$ cat config.mk
export PLATFORM = sky130hd
export DESIGN_NAME = olivia_multicycle_ctrl
export DESIGN_NICKNAME = d
export VERILOG_FILES = /design/src/rtl/olivia_multicycle_ctrl.sv
export SDC_FILE = /design/constraint.sdc
export NUM_CORES = 1
export LEC_CHECK = 0
export ABC_AREA = 1
export CAP_MARGIN = 0
export CORE_MARGIN = 2
export CORE_UTILIZATION = 40
export CTS_CLUSTER_SIZE = 40
export DETAILED_ROUTE_END_ITERATION = 8
export PLACE_DENSITY = 0.65
export SLEW_MARGIN = 20
export SYNTH_ARGS = -nofsm -noshare
export SYNTH_HDL_FRONTEND = slang
export SYNTH_SLANG_ARGS = --single-unit
export TNS_END_PERCENT = 5
$ cat constraint.sdc
create_clock -name clk -period 1.9 [get_ports clk]
set_input_delay 0.38 -clock clk [delete_from_list [all_inputs] [get_ports clk]]
set_output_delay 0.38 -clock clk [all_outputs]
set_load 0.02 [all_outputs]
$ cat src/rtl/olivia_multicycle_ctrl.sv
// olivia_multicycle_ctrl
//   Multi-cycle sequencer for the Olivia LEGv8 datapath. Steps each instruction
//   through FETCH/DECODE/EXEC/MEM/WB, drives per-state datapath strobes, waits on
//   a variable-latency data-RAM handshake and keeps cycle/retire counters.
// Ports
//   clk, rst (async active-low)
//   run        - allows leaving FETCH
//   opcode     - instruction[31:21], decoded in DECODE
//   zero_flag  - ALU zero, selects CBZ branch in EXEC
//   mem_ready  - data RAM access done (MEM only)
//   ir_write, pc_write, pc_src, reg2loc, alu_src, alu_op, mem_read, mem_write,
//   mem2reg, reg_write - datapath strobes
//   state, halted, illegal_op, mem_fault - status
//   cycle_cnt, instret_cnt - free-running counters (frozen in HALT)
module olivia_multicycle_ctrl #(
  parameter int CNT_W       = 32,
  parameter int MEM_TIMEOUT = 15
) (
  input  logic             clk,
  input  logic             rst,
  input  logic             run,
  input  logic [10:0]      opcode,
  input  logic             zero_flag,
  input  logic             mem_ready,
  output logic             ir_write,
  output logic             pc_write,
  output logic             pc_src,
  output logic             reg2loc,
  output logic             alu_src,
  output logic [1:0]       alu_op,
  output logic             mem_read,
  output logic             mem_write,
  output logic             mem2reg,
  output logic             reg_write,
  output logic [2:0]       state,
  output logic             halted,
  output logic             illegal_op,
  output logic             mem_fault,
  output logic [CNT_W-1:0] cycle_cnt,
  output logic [CNT_W-1:0] instret_cnt
);

  localparam int WAIT_W = $clog2(MEM_TIMEOUT + 1);

  typedef enum logic [2:0] {
    S_FETCH  = 3'd0,
    S_DECODE = 3'd1,
    S_EXEC   = 3'd2,
    S_MEM    = 3'd3,
    S_WB     = 3'd4,
    S_HALT   = 3'd5
  } state_t;

  typedef enum logic [2:0] {
    C_NONE, C_R, C_LD, C_ST, C_CBZ, C_B
  } cls_t;

  function automatic cls_t decode_op(input logic [10:0] op);
    cls_t c;
    c = C_NONE;
    case (op)
      11'h458, 11'h658, 11'h450, 11'h550: c = C_R;
      11'h7C2:                            c = C_LD;
      11'h7C0:                            c = C_ST;
      default: begin
        if (op[10:3] == 8'hB4)      c = C_CBZ;  // 0x5A0..0x5A7
        else if (op[10:5] == 6'h05) c = C_B;    // 0x0A0..0x0BF
      end
    endcase
    return c;
  endfunction

  state_t             state_q, state_d;
  cls_t               cls_q, dec_cls;
  logic [WAIT_W-1:0]  wait_cnt;
  logic               illegal_q, fault_q;
  logic               mem_to;

  assign dec_cls = decode_op(opcode);
  // The last permitted MEM cycle: counter has seen MEM_TIMEOUT-1 misses already.
  assign mem_to  = (wait_cnt == WAIT_W'(MEM_TIMEOUT - 1));

  // state register and bookkeeping
  always_ff @(posedge clk or negedge rst) begin
    if (!rst) begin
      state_q     <= S_FETCH;
      cls_q       <= C_NONE;
      wait_cnt    <= '0;
      illegal_q   <= 1'b0;
      fault_q     <= 1'b0;
      cycle_cnt   <= '0;
      instret_cnt <= '0;
    end else begin
      state_q <= state_d;
      if (state_q == S_DECODE) cls_q <= dec_cls;
      // Held at zero outside MEM so every MEM visit starts a fresh wait window.
      if (state_q != S_MEM)  wait_cnt <= '0;
      else if (!mem_ready)   wait_cnt <= wait_cnt + WAIT_W'(1);
      if (state_q == S_DECODE && dec_cls == C_NONE)      illegal_q <= 1'b1;
      if (state_q == S_MEM && !mem_ready && mem_to)      fault_q   <= 1'b1;
      if (state_q != S_HALT) cycle_cnt   <= cycle_cnt + CNT_W'(1);
      if (pc_write)          instret_cnt <= instret_cnt + CNT_W'(1);
    end
  end

  // next state
  always_comb begin
    state_d = state_q;
    case (state_q)
      S_FETCH:  if (run) state_d = S_DECODE;
      S_DECODE: state_d = (dec_cls == C_NONE) ? S_HALT : S_EXEC;
      S_EXEC: begin
        case (cls_q)
          C_R:        state_d = S_WB;
          C_LD, C_ST: state_d = S_MEM;
          default:    state_d = S_FETCH;
        endcase
      end
      S_MEM: begin
        // a ready on the timeout cycle still completes the access
        if (mem_ready)   state_d = (cls_q == C_LD) ? S_WB : S_FETCH;
        else if (mem_to) state_d = S_HALT;
      end
      S_WB:     state_d = S_FETCH;
      S_HALT:   state_d = S_HALT;
      default:  state_d = S_FETCH;
    endcase
  end

  // outputs
  always_comb begin
    ir_write  = 1'b0;
    pc_write  = 1'b0;
    pc_src    = 1'b0;
    reg2loc   = 1'b0;
    alu_src   = 1'b0;
    alu_op    = 2'b00;
    mem_read  = 1'b0;
    mem_write = 1'b0;
    mem2reg   = 1'b0;
    reg_write = 1'b0;
    case (state_q)
      S_FETCH: ir_write = run;
      S_EXEC: begin
        case (cls_q)
          C_R:  alu_op = 2'b10;
          C_LD: alu_src = 1'b1;
          C_ST: begin
            alu_src = 1'b1;
            reg2loc = 1'b1;
          end
          C_CBZ: begin
            alu_op   = 2'b01;
            reg2loc  = 1'b1;
            pc_write = 1'b1;
            pc_src   = zero_flag;
          end
          C_B: begin
            pc_write = 1'b1;
            pc_src   = 1'b1;
          end
          default: ;
        endcase
      end
      S_MEM: begin
        alu_src = 1'b1;
        if (cls_q == C_LD) mem_read = 1'b1;
        if (cls_q == C_ST) begin
          mem_write = 1'b1;
          reg2loc   = 1'b1;
          pc_write  = mem_ready;  // store retires in its completing cycle
        end
      end
      S_WB: begin
        reg_write = 1'b1;
        mem2reg   = (cls_q == C_LD);
        pc_write  = 1'b1;
      end
      default: ;
    endcase
  end

  assign state      = state_q;
  assign halted     = (state_q == S_HALT);
  assign illegal_op = illegal_q;
  assign mem_fault  = fault_q;

endmodule

== Word level (Yosys, flattened, before mapping) ==
Index checks and enable logic that the tools add are counted.
Widths: inputs -> output; s select.
Cells by class
  $add $sub $neg: 3
  equal/unequal tests: 24
  multiplexer cells: 30
  reduce and logical (&&, ||, !) cells: 11
Operator list (number)
  $eq 11x11->1 const B: 6
  $add 32x1->32 const B: 2
  $mux 3: 7
  $pmux 3 s5: 1
  $eq 3x2->1 const B: 4
  $eq 3x3->1 const B: 4
  $mux 1: 12
  $pmux 3 s3: 1
  $eq 8x8->1 const B: 1
  $mux 4: 2
  $eq 3x1->1 const B: 2
  $eq 6x3->1 const B: 1
  $logic_not 3->1: 2
  $ne 3x3->1 const B: 2
  $pmux 1 s2: 3
  $pmux 3 s2: 1
  $reduce_or 2->1: 3
  $add 4x1->4 const B: 1
  $eq 4x4->1 const B: 1
  $pmux 2 s2: 1
  $reduce_or 4->1: 1
  $logic_and 1x1->1: 3
  $ne 3x2->1 const B: 1
  $pmux 1 s3: 1
  5 further kinds: 5
Word-level totals
  register bits after elaboration: 76
  input bits: 16
  output and inout bits: 81
  word-level logic and storage cells: 75

== Logic depth before layout (Yosys ltp) ==
  depth after elaboration: 7
  gate-level depth with buffers: 11
  mapped depth without buffers: 11

== Worst setup path before layout ==
No wires, ideal clock.
  path type: reg2out
  start point: register state_q[1], in the netlist state[1]
  end point: output alu_op[1]
  arrival time: 1.489 ns
  data required time: 1.520 ns
  slack: 0.031 ns
  cell stages (with the launch flop): 5
  path buffers: 0
  cells stage by stage: dfrtp_1 > inv_2 > nor2_4 > nand2_1 > nor4_1
Between the ends
  cells in the longest elaborated chain, start to end: 2
RTL lines
  from (decl): line 73  | state_t state_q, state_d;
  from (signal assigned): line 94  | state_q <= state_d;
  $eq 3x2->1: line 142  | case (state_q)
  $mux 2: line 142
  to (decl): line 30  | output logic [1:0] alu_op,
No other way between the ends.

== Final worst setup path ==
  start point: register state_q[2], in the netlist state[2]
  end point: output pc_write
Between the ends
  cells in the longest elaborated chain, start to end: 2
  elaborated cells on any way between the ends: 4
  those cells by class: eq/ne: 3; mux: 1
RTL lines
  $eq 3x3->1 / $eq 3x2->1 (equally long branches): line 142
  $pmux 1 s3 (*): line 142
  to (decl): line 26  | output logic pc_write,
Mark *: on every way between the ends. The rest lies on a longest branch, timed or not.

==> key figures <==
Floorplanning
  – Die ar.: 0.0127 mm^2
  – Die W: 113 um
  – Row count: 39
  – I/O pins: 97
  – Core footprint: 0.0115 mm^2
  – Initial core utilization: 41.3%
  – Die height: 113 um

STA
  – Setup Skew: 0.00676 ns
  – RSZ-0062 raised after global routing: yes
  – Final setup fails: 0
  – Slew of the pin with the lowest slew margin: 0.435 ns
  – Min Tclk post-route: 1.89 ns
  – Max Slew Vio Count: 0
  – Period Utilization, post-route: 99.5%
  – TNS Setup: 0 ns
  – Maximum clock frequency: 529 MHz
  – Slew Limit Headroom: 70.9%
  – Hold Vio Cnt, Final: 0

Flow run
  – Max-cap violation count: 0

GRT
  – Tot GR Track Use: 20.3%
  – Initial antenna violation count: 0
  – Final global-route overflow total: 0
  – Number of global-route vias before repair: 4518
  – Largest net degree at the start of global routing: 53
  – First-pass GRT wire length: 21.1 mm

Worst setup path
  – Slowest library cell on the worst path: dfrtp_1
  – Slowest stage delay, CP: 0.40 ns
  – Buf/Inv on CP: 2
  – CP top delay family: simple AND/OR/NAND/NOR gates
  – CP Data Required Time: 1.52 ns
  – Maximum fanout along the worst path: 5
  – Setup CP Type: flip-flop to primary output
  – Critical path arrival: 1.51 ns
  – Worst path cell trace: nor2_4, buf_4, nand2_4, nor2_4, nand2_1, nand3_2, buf_4
  – Crit start category: flip-flop
  – Critical path endpoint category: primary output

Route
  – Via count: 4579
  – Number of nets with antenna violations after routing: 0
  – Iteration count of the initial detailed-routing pass: 4
  – WL final: 12.7 mm
  – DR WL/cell: 13.7 um
  – Vias per cell: 4.96
  – Residual DRC: 0
  – Initial DRC Count: 206

Pwr
  – Pwr dens: 899 mW/mm^2
  – Peak supply drop: 743 uV
  – Leakage: 2.95 nW
  – PnR Total Power: 5.76 mW

Final layout
  – Finished Core Util: 55.8%
  – Diode count: 0
  – Most common cell after layout, fill and taps aside: nand2_1
  – Nets: 796
  – Share of layout cells above drive strength 1: 14.3%
  – Area growth, synth to finish: 35.2%
  – Highest-count cells in the layout ignoring fill and taps: nand2_1 (211), clkdlybuf4s50_1 (82), inv_1 (75), dfrtp_1 (75), nor2_1 (68)

CTS
  – Worst-Skew Late Latency: 0.33 ns
  – Setup repair bufs after CTS: 0
  – Total CTS buffers: 9
  – TritonCTS clock tree: built
  – Clock Path Buffers: 2
  – H-tree levels: 3
  – CTS root buffer: clkbuf_16
  – Clock transition at the registers of the reported paths: 0.06 ns
  – Clock sinks: 76

Placement
  – GP Congestion: 0.943
  – DPL Wire Length: 9.97 mm
  – IO buf count: 96

Logic synthesis
  – Ys flop type: dfrtp_1
  – Mean Syn Cell Area: 7.40 um^2
  – Post-synth top area cell: dfrtp_1
  – Top-area cell type share of the netlist area: 40.2%
  – Synth top area cells: dfrtp_1 (40%), nand2_1 (17%), inv_1 (6.0%)
  – Unique masters post-synth: 36
  – FFs w/ async S/R, synth: 100%
  – Syn. warnings: 0
  – Syn Nets: 660
  – Number of synthesized flops with an enable pin: 0
  – Post-Syn Area: 0.00474 mm^2
  – Register area share after synthesis: 40.2%
  – Synth Register Bits: 76
  – Cells after synthesis: 640

Min path
  – Type of the most critical hold path: input port to async pin

Status
  – Status: finished, final reports clean
-- registers in the layout (all words and copies together), names as in the netlist --
| signal | cells |
|---|---|
| illegal_op | 1 |
| wait_cnt | 4 |
| cls_q | 3 |
| state | 3 |
| instret_cnt | 32 |
| cycle_cnt | 32 |
| mem_fault | 1 |
-- metrics by stage --
step / hold WS, ns / std cells / setup slack [ns] / cell area [um^2]
2_1_floorplan: 0.0844 / 640 / 0.0310 / 4740
3_3_place_gp: 0.306 / 907 / -0.281 / 6070
3_5_place_dp: 0.312 / 907 / -0.277 / 6070
4_1_cts: 0.486 / 924 / -0.0500 / 6360
5_1_grt: 0.516 / 924 / -0.0729 / 6400
6_report: 0.486 / 924 / 0.0100 / 6400
-- final cells by class --
cell class	instances	area [um^2]
inverters	78	293
fillers	1085	5060
repair buffers	132	1210
well taps	143	179
clock inverters	6	63.8
multi-input cells	479	2530
flip-flops and latches	76	1900
clock buffers	10	229
-- layer usage --
layer / part of all wire, % / global-route usage [%] / wire length [um]
met1: 46 / 27.7 / 5850
met2: 46 / 32.5 / 5870
met3: 5.9 / 3.96 / 753
met4: 1.5 / 7.15 / 192
met5: 0 / 0 / 0
-- synthesized netlist by cell type (2+ instances only) --
| cell type | number |
|---|---|
| nand2_1 | 212 |
| nor2_1 | 73 |
| nand3b_1 | 6 |
| nor3_1 | 31 |
| dfrtp_1 | 76 |
| inv_1 | 76 |
| o21a_1 | 2 |
| a21oi_1 | 3 |
| nand4_1 | 14 |
| inv_2 | 2 |
| buf_6 | 3 |
| nor2_4 | 6 |
| xor2_1 | 25 |
| nand3_1 | 36 |
| nor2_2 | 7 |
| buf_4 | 3 |
| ha_1 | 4 |
| nand2_2 | 4 |
| xnor2_1 | 11 |
| nand2_4 | 5 |
| nand3_2 | 2 |
| o21ai_0 | 17 |
| nor4_1 | 4 |
| xnor2_2 | 3 |
| nor3_4 | 4 |
-- logic make-up (layout without fill, tap and decap cells) --
group / count (synthesis) / count (layout) / synth area share, %
DFF: 76 / 76 / 40.2
muxes: 1 / 1 / 0.238
AOI/OAI and AO/OA: 25 / 25 / 2.85
adders and majority gates: 4 / 4 / 1.06
and+or+nand+nor: 409 / 409 / 39.9
xor gates and xnor gates: 40 / 40 / 8.03
buffers and inverters: 85 / 226 / 7.79
-- report_power, final --
part / switching, mW / total (mW) / internal [mW]
Sequential: 0.222 / 2.03 / 1.81
Clock: 0.697 / 1.72 / 1.02
Combinational: 1.19 / 2.01 / 0.816
Total: 2.11 / 5.76 / 3.64
-- worst paths after layout --
kind | from | endpoint | slack (ns) | cells after the start
max | state[2] | pc_write | 0.01 | 7
min | rst | cycle_cnt[13] | 0.49 | 2
max reg2reg | state[0] | cycle_cnt[24] | 0.12 | 12
min reg2reg | illegal_op | illegal_op | 0.49 | 2
max in group asynchronous | rst | cls_q[1] | 0.80 | 3
min in group clk | illegal_op | illegal_op | 0.49 | 2
-- timing repair --
action                                  in CTS  in global routing
hold endpoints to repair                    24                  0
gates resized for setup                     41                 30
pin swaps                                    0                  1
endpoints found under the setup margin      13                 17
hold buffers                                 1                  0
Note: power is estimated with default switching activity, not from simulation.
==> variant 1: new RTL, same flow settings <==
Reset style: synchronous (`rst`), changed in one clocked block. Comments in the files are not updated.
--- a/src/rtl/olivia_multicycle_ctrl.sv
+++ b/src/rtl/olivia_multicycle_ctrl.sv
@@ -81,7 +81,7 @@
   assign mem_to  = (wait_cnt == WAIT_W'(MEM_TIMEOUT - 1));
 
   // state register and bookkeeping
-  always_ff @(posedge clk or negedge rst) begin
+  always_ff @(posedge clk) begin
     if (!rst) begin
       state_q     <= S_FETCH;
       cls_q       <= C_NONE;
Formal check against the unedited RTL: differs if rst is asserted again (counterexample within 4 cycles, from zero or initial values and one cycle with rst low); with rst held inactive, the same outputs for 10 cycles.
==> variant 1 against the original RTL <==
  * Largest cell class unchanged
  * Synthesized area down 7.5%
  * Design area down 8.2%
  * Core utilization down 1.2 points
  * Critical endpoint is now instret_cnt[11]
  * Sequential cell count unchanged
  * Wire length up 2.8%
  * Setup slack better by 15 ps
Power is not compared: it rests on default switching activity, and its combinational part moved more than twofold at a synthesized area within 25%.
==> variant 1: results (changes against the original RTL) <==
Final Net Count 843 (was 796); Final Wtd Congestion 0.945 (was 0.943); Clock Latency Late Sink 350 ps (was 330 ps); Inserted Clock Buffers 9 (unchanged); post-synthesis mux area share 0% (was 0.238%); Worst-Margin Slew 406 ps (was 435 ps); WP data arrival 1490 ps (was 1510 ps); layout cell share with drive strength beyond 1 10.0% (was 14.3%); pre-CTS WS -159 ps (was -277 ps); clk slew on worst S/H paths 90 ps (was 60 ps); sequential area share after synthesis 34.7% (was 40.2%); Post-Syn Nets 715 (was 660); CP max stage delay 670 ps (was 400 ps); largest net degree at the start of global routing 25 (was 53); DR WL met2 6480 µm (was 5870 µm); Iteration-0 DRC Markers 280 (was 206); synth unique cells 34 (was 36); delay-heaviest family, CP buffers and inverters (was simple AND/OR/NAND/NOR gates); Worst path slowest cell clkdlybuf4s50_1 (was dfrtp_1); first-pass GRT wire length 21500 µm (was 21100 µm); Routed met3 length 584 µm (was 753 µm); antenna diode count 0 (unchanged); CTS root buffer clkbuf_8 (was clkbuf_16); DR pass1 iterations 5 (was 4); WL final 13000 µm (was 12700 µm); Synth Area in Compound Gates 11.0% (was 2.85%); hold crit path type reg2reg (was in2async); clk_skew 14.6 ps (was 6.76 ps); HPWL Detailed 10200 µm (was 9970 µm); Placement Cell Area 0.00571 mm² (was 0.00607 mm²); list of most frequent post-synthesis cells nand2_1 (188), nor2_1 (111), inv_1 (84), dfxtp_1 (76), a21oi_1 (57) (was nand2_1 (212), dfrtp_1 (76), inv_1 (76), nor2_1 (73), nand3_1 (36)); number of global-route vias before repair 4629 (was 4518); vias post-DR 4895 (was 4579); Synth area leaders dfxtp_1 (35%), nand2_1 (16%), nor2_1 (9.5%) (was dfrtp_1 (40%), nand2_1 (17%), inv_1 (6.0%)); Total GRT Usage 22.8% (was 20.3%); routed metal-1 wirelength 5670 µm (was 5850 µm); outcome finished clean (unchanged); XOR/XNOR Fraction of Synth Area 3.80% (was 8.03%)
==> variant 1: power by group through the flow <==
stage                     clock (W)  sequential [W]  combinational, W
after floorplan                   0         0.00171          0.000164
after global placement            0         0.00168          0.000351
after detailed placement          0         0.00169          0.000357
after CTS                   0.00122         0.00165          0.000354
after global routing        0.00128         0.00166          0.000394
final                       0.00119         0.00165          0.000357
==> variant 1: repair_timing <==
item,4_1_cts,5_1_grt
endpoints found under the setup margin,13,21
gates cloned,0,0
hold buffers,0,0
gates resized for setup,24,23
buffers inserted,0,0
==> variant 1: final cells by class <==
| cell class | count | area, µm² |
|---|---|---|
| Multi-Input combinational cell | 518 | 2470 |
| Inverter | 87 | 327 |
| Clock inverter | 5 | 55.1 |
| Tap cell | 140 | 175 |
| Sequential cell | 76 | 1530 |
| Clock buffer | 9 | 124 |
| Timing Repair Buffer | 131 | 1190 |
| Fill cell | 1068 | 4870 |
==> variant 1: layer usage <==
| metal | vias to the layer above | global-route usage [%] |
|---|---|---|
| met4 | 0 | 7.69 |
| li1 | 2482 | - |
| met2 | 147 | 41.4 |
| met3 | 24 | 2.87 |
| met5 | - | 0 |
| met1 | 2242 | 27.5 |
==> variant 1: through the flow <==
stage                     power, W  cells
after floorplan            0.00187    695
after global routing       0.00333    966
final                      0.00320    966
after global placement     0.00204    952
after CTS                  0.00322    966
after detailed placement   0.00204    952
==> variant 1: path summary, 6_finish.rpt <==
path                            slack, ps             from  cells past startpoint         endpoint
worst min-delay path                  460       illegal_op                      2       illegal_op
worst max register to register         90  instret_cnt[11]                      8  instret_cnt[30]
worst max-delay path                   30  instret_cnt[11]                      1  instret_cnt[11]
worst min register to register        460       illegal_op                      2       illegal_op
==> variant 2: new RTL, same settings <==
Made on the original files. Change the parameter `CNT_W` from 32 to 64.
--- a/src/rtl/olivia_multicycle_ctrl.sv
+++ b/src/rtl/olivia_multicycle_ctrl.sv
@@ -13,7 +13,7 @@
 //   state, halted, illegal_op, mem_fault - status
 //   cycle_cnt, instret_cnt - free-running counters (frozen in HALT)
 module olivia_multicycle_ctrl #(
-  parameter int CNT_W       = 32,
+  parameter int CNT_W       = 64,
   parameter int MEM_TIMEOUT = 15
 ) (
   input  logic             clk,
Ports: changed (resized cycle_cnt and instret_cnt); port bits go from 97 to 161. No check against the original RTL was run, so the function may have changed too.
==> variant 2 against the original RTL <==
  * The flow now finishes with violations (negative setup slack)
  * Wire length increased by 130%
  * Total power increased by 58%
  * Sequential cell count increased by 64
  * Global-route usage increased by 4.0 points
  * Register-to-register slack got worse by 50 ps
  * Synthesized area increased by 94%
  * Setup slack got worse by 60 ps
  * Sequential power increased by 66%
  * Design area increased by 92%
  * Via count increased by 110%
  * Largest cell class unchanged
==> variant 2: results (changes against the original RTL) <==
WL final 28800 µm (was 12700 µm); Leak Pwr 6.13 nW (was 2.95 nW); setup ws final -50.1 ps (was 10.0 ps); HPWL Detailed 22700 µm (was 9970 µm); Final Net Count 1641 (was 796); Inserted Clock Buffers 17 (was 9); clk_skew 10.3 ps (was 6.76 ps); largest net degree at the start of global routing 41 (was 53); failing checks negative setup slack; port buffer count 160 (was 96); final setup TNS -141 ps (was 0 ps); htree depth 4 (was 3); outcome finished, violations left (was finished clean); synth unique cells 35 (was 36); list of most frequent post-synthesis cells nand2_1 (532), nor2_1 (268), inv_1 (149), dfrtp_1 (140), nand3_1 (58) (was nand2_1 (212), dfrtp_1 (76), inv_1 (76), nor2_1 (73), nand3_1 (36)); first-pass GRT wire length 46900 µm (was 21100 µm); Max-slew headroom 75.7% (was 70.9%); setup-violating endpoint count in the final report 4 (was 0); Total GRT Usage 24.4% (was 20.3%); WP data arrival 1570 ps (was 1510 ps); layout cell share with drive strength beyond 1 11.0% (was 14.3%); sequential area share after synthesis 38.1% (was 40.2%); number of global-route vias before repair 9240 (was 4518); Max IR drop VDD 0.564 mV (was 0.743 mV); biggest regs cycle_cnt: 64 flops, instret_cnt: 64 flops, wait_cnt: 4 flops (was cycle_cnt: 32 flops, instret_cnt: 32 flops, wait_cnt: 4 flops); Synth area leaders dfrtp_1 (38%), nand2_1 (22%), nor2_1 (11%) (was dfrtp_1 (40%), nand2_1 (17%), inv_1 (6.0%)); Final Wtd Congestion 0.904 (was 0.943); Post-Syn Nets 1425 (was 660)
[variant 2: area by class of cell]
type                            count  area [µm²]
Fill cell                        2252       10400
Multi-Input combinational cell   1102        5190
Sequential cell                   140        3510
Timing Repair Buffer              210        2030
Inverter                          150         563
Clock buffer                       17         425
Tap cell                          285         357
Clock inverter                     15         198
[variant 2: worst max-delay path, stage by stage, from the launching register on]
cell and delay [ps]:
dfrtp_1 410, inv_2 90, nand2_4 50, nor2_4 130, nand2_4 70, nor2_4 90, nor2_1 40, nor2_1 110
buf_4 150
[variant 2: layer usage]
layer  vias to the layer above  wire length, µm  GRT usage, %
li1                       4790                -             -
met1                      4481            12700          31.8
met2                       283            14000          42.0
met3                        39             1500          3.36
met4                         0              545          7.51
met5                         -                0             0
[variant 2: cells by family (layout without fill, tap and decap cells)]
| group | after synthesis | in the layout | synth area share (%) |
|---|---|---|---|
| AOI/OAI and AO/OA | 55 | 55 | 3.06 |
| muxes | 1 | 1 | 0.122 |
| buffers and inverters | 163 | 392 | 7.11 |
| DFF | 140 | 140 | 38.1 |
| and+or+nand+nor | 978 | 978 | 45.0 |
| adders and majority gates | 4 | 4 | 0.544 |
| xor gates and xnor gates | 64 | 64 | 6.09 |
[variant 2: report_power, final]
group	leakage (nW)	switching (W)	internal (W)
clock	0.299	0.00137	0.00220
sequential	1.91	0.000213	0.00315
combinational	3.92	0.00134	0.000839
total	6.13	0.00292	0.00618
[variant 2: metrics by stage]
step	hold slack, ps	total power [W]	util, %	std cells	cell area (µm²)
floorplan	84.4	0.00455	-	1405	9200
global placement	275	0.00548	50.6	1884	11500
detailed placement	279	0.00550	50.6	1884	11500
CTS	395	0.00907	53.1	1917	12000
global route	408	0.00952	54.2	1919	12300
finish	393	0.00910	54.2	1919	12300
[variant 2: timing repair]
item,in CTS,in global routing
gates resized for setup,122,90
pin swaps,1,7
hold endpoints to repair,24,0
setup buffers,0,2
endpoints found under the setup margin,76,88
hold buffers,1,0
[variant 2: final timing paths]
check                           startpoint              end  slack, ps  depth (start not counted)
worst max-delay path              state[2]          reg2loc        -50                          8
worst min-delay path                   rst  instret_cnt[20]        390                          2
worst max register to register    state[2]  instret_cnt[10]         70                         11
worst min register to register  illegal_op       illegal_op        470                          2
max in group asynchronous              rst  instret_cnt[53]        870                          3
min in group clk                illegal_op       illegal_op        470                          2
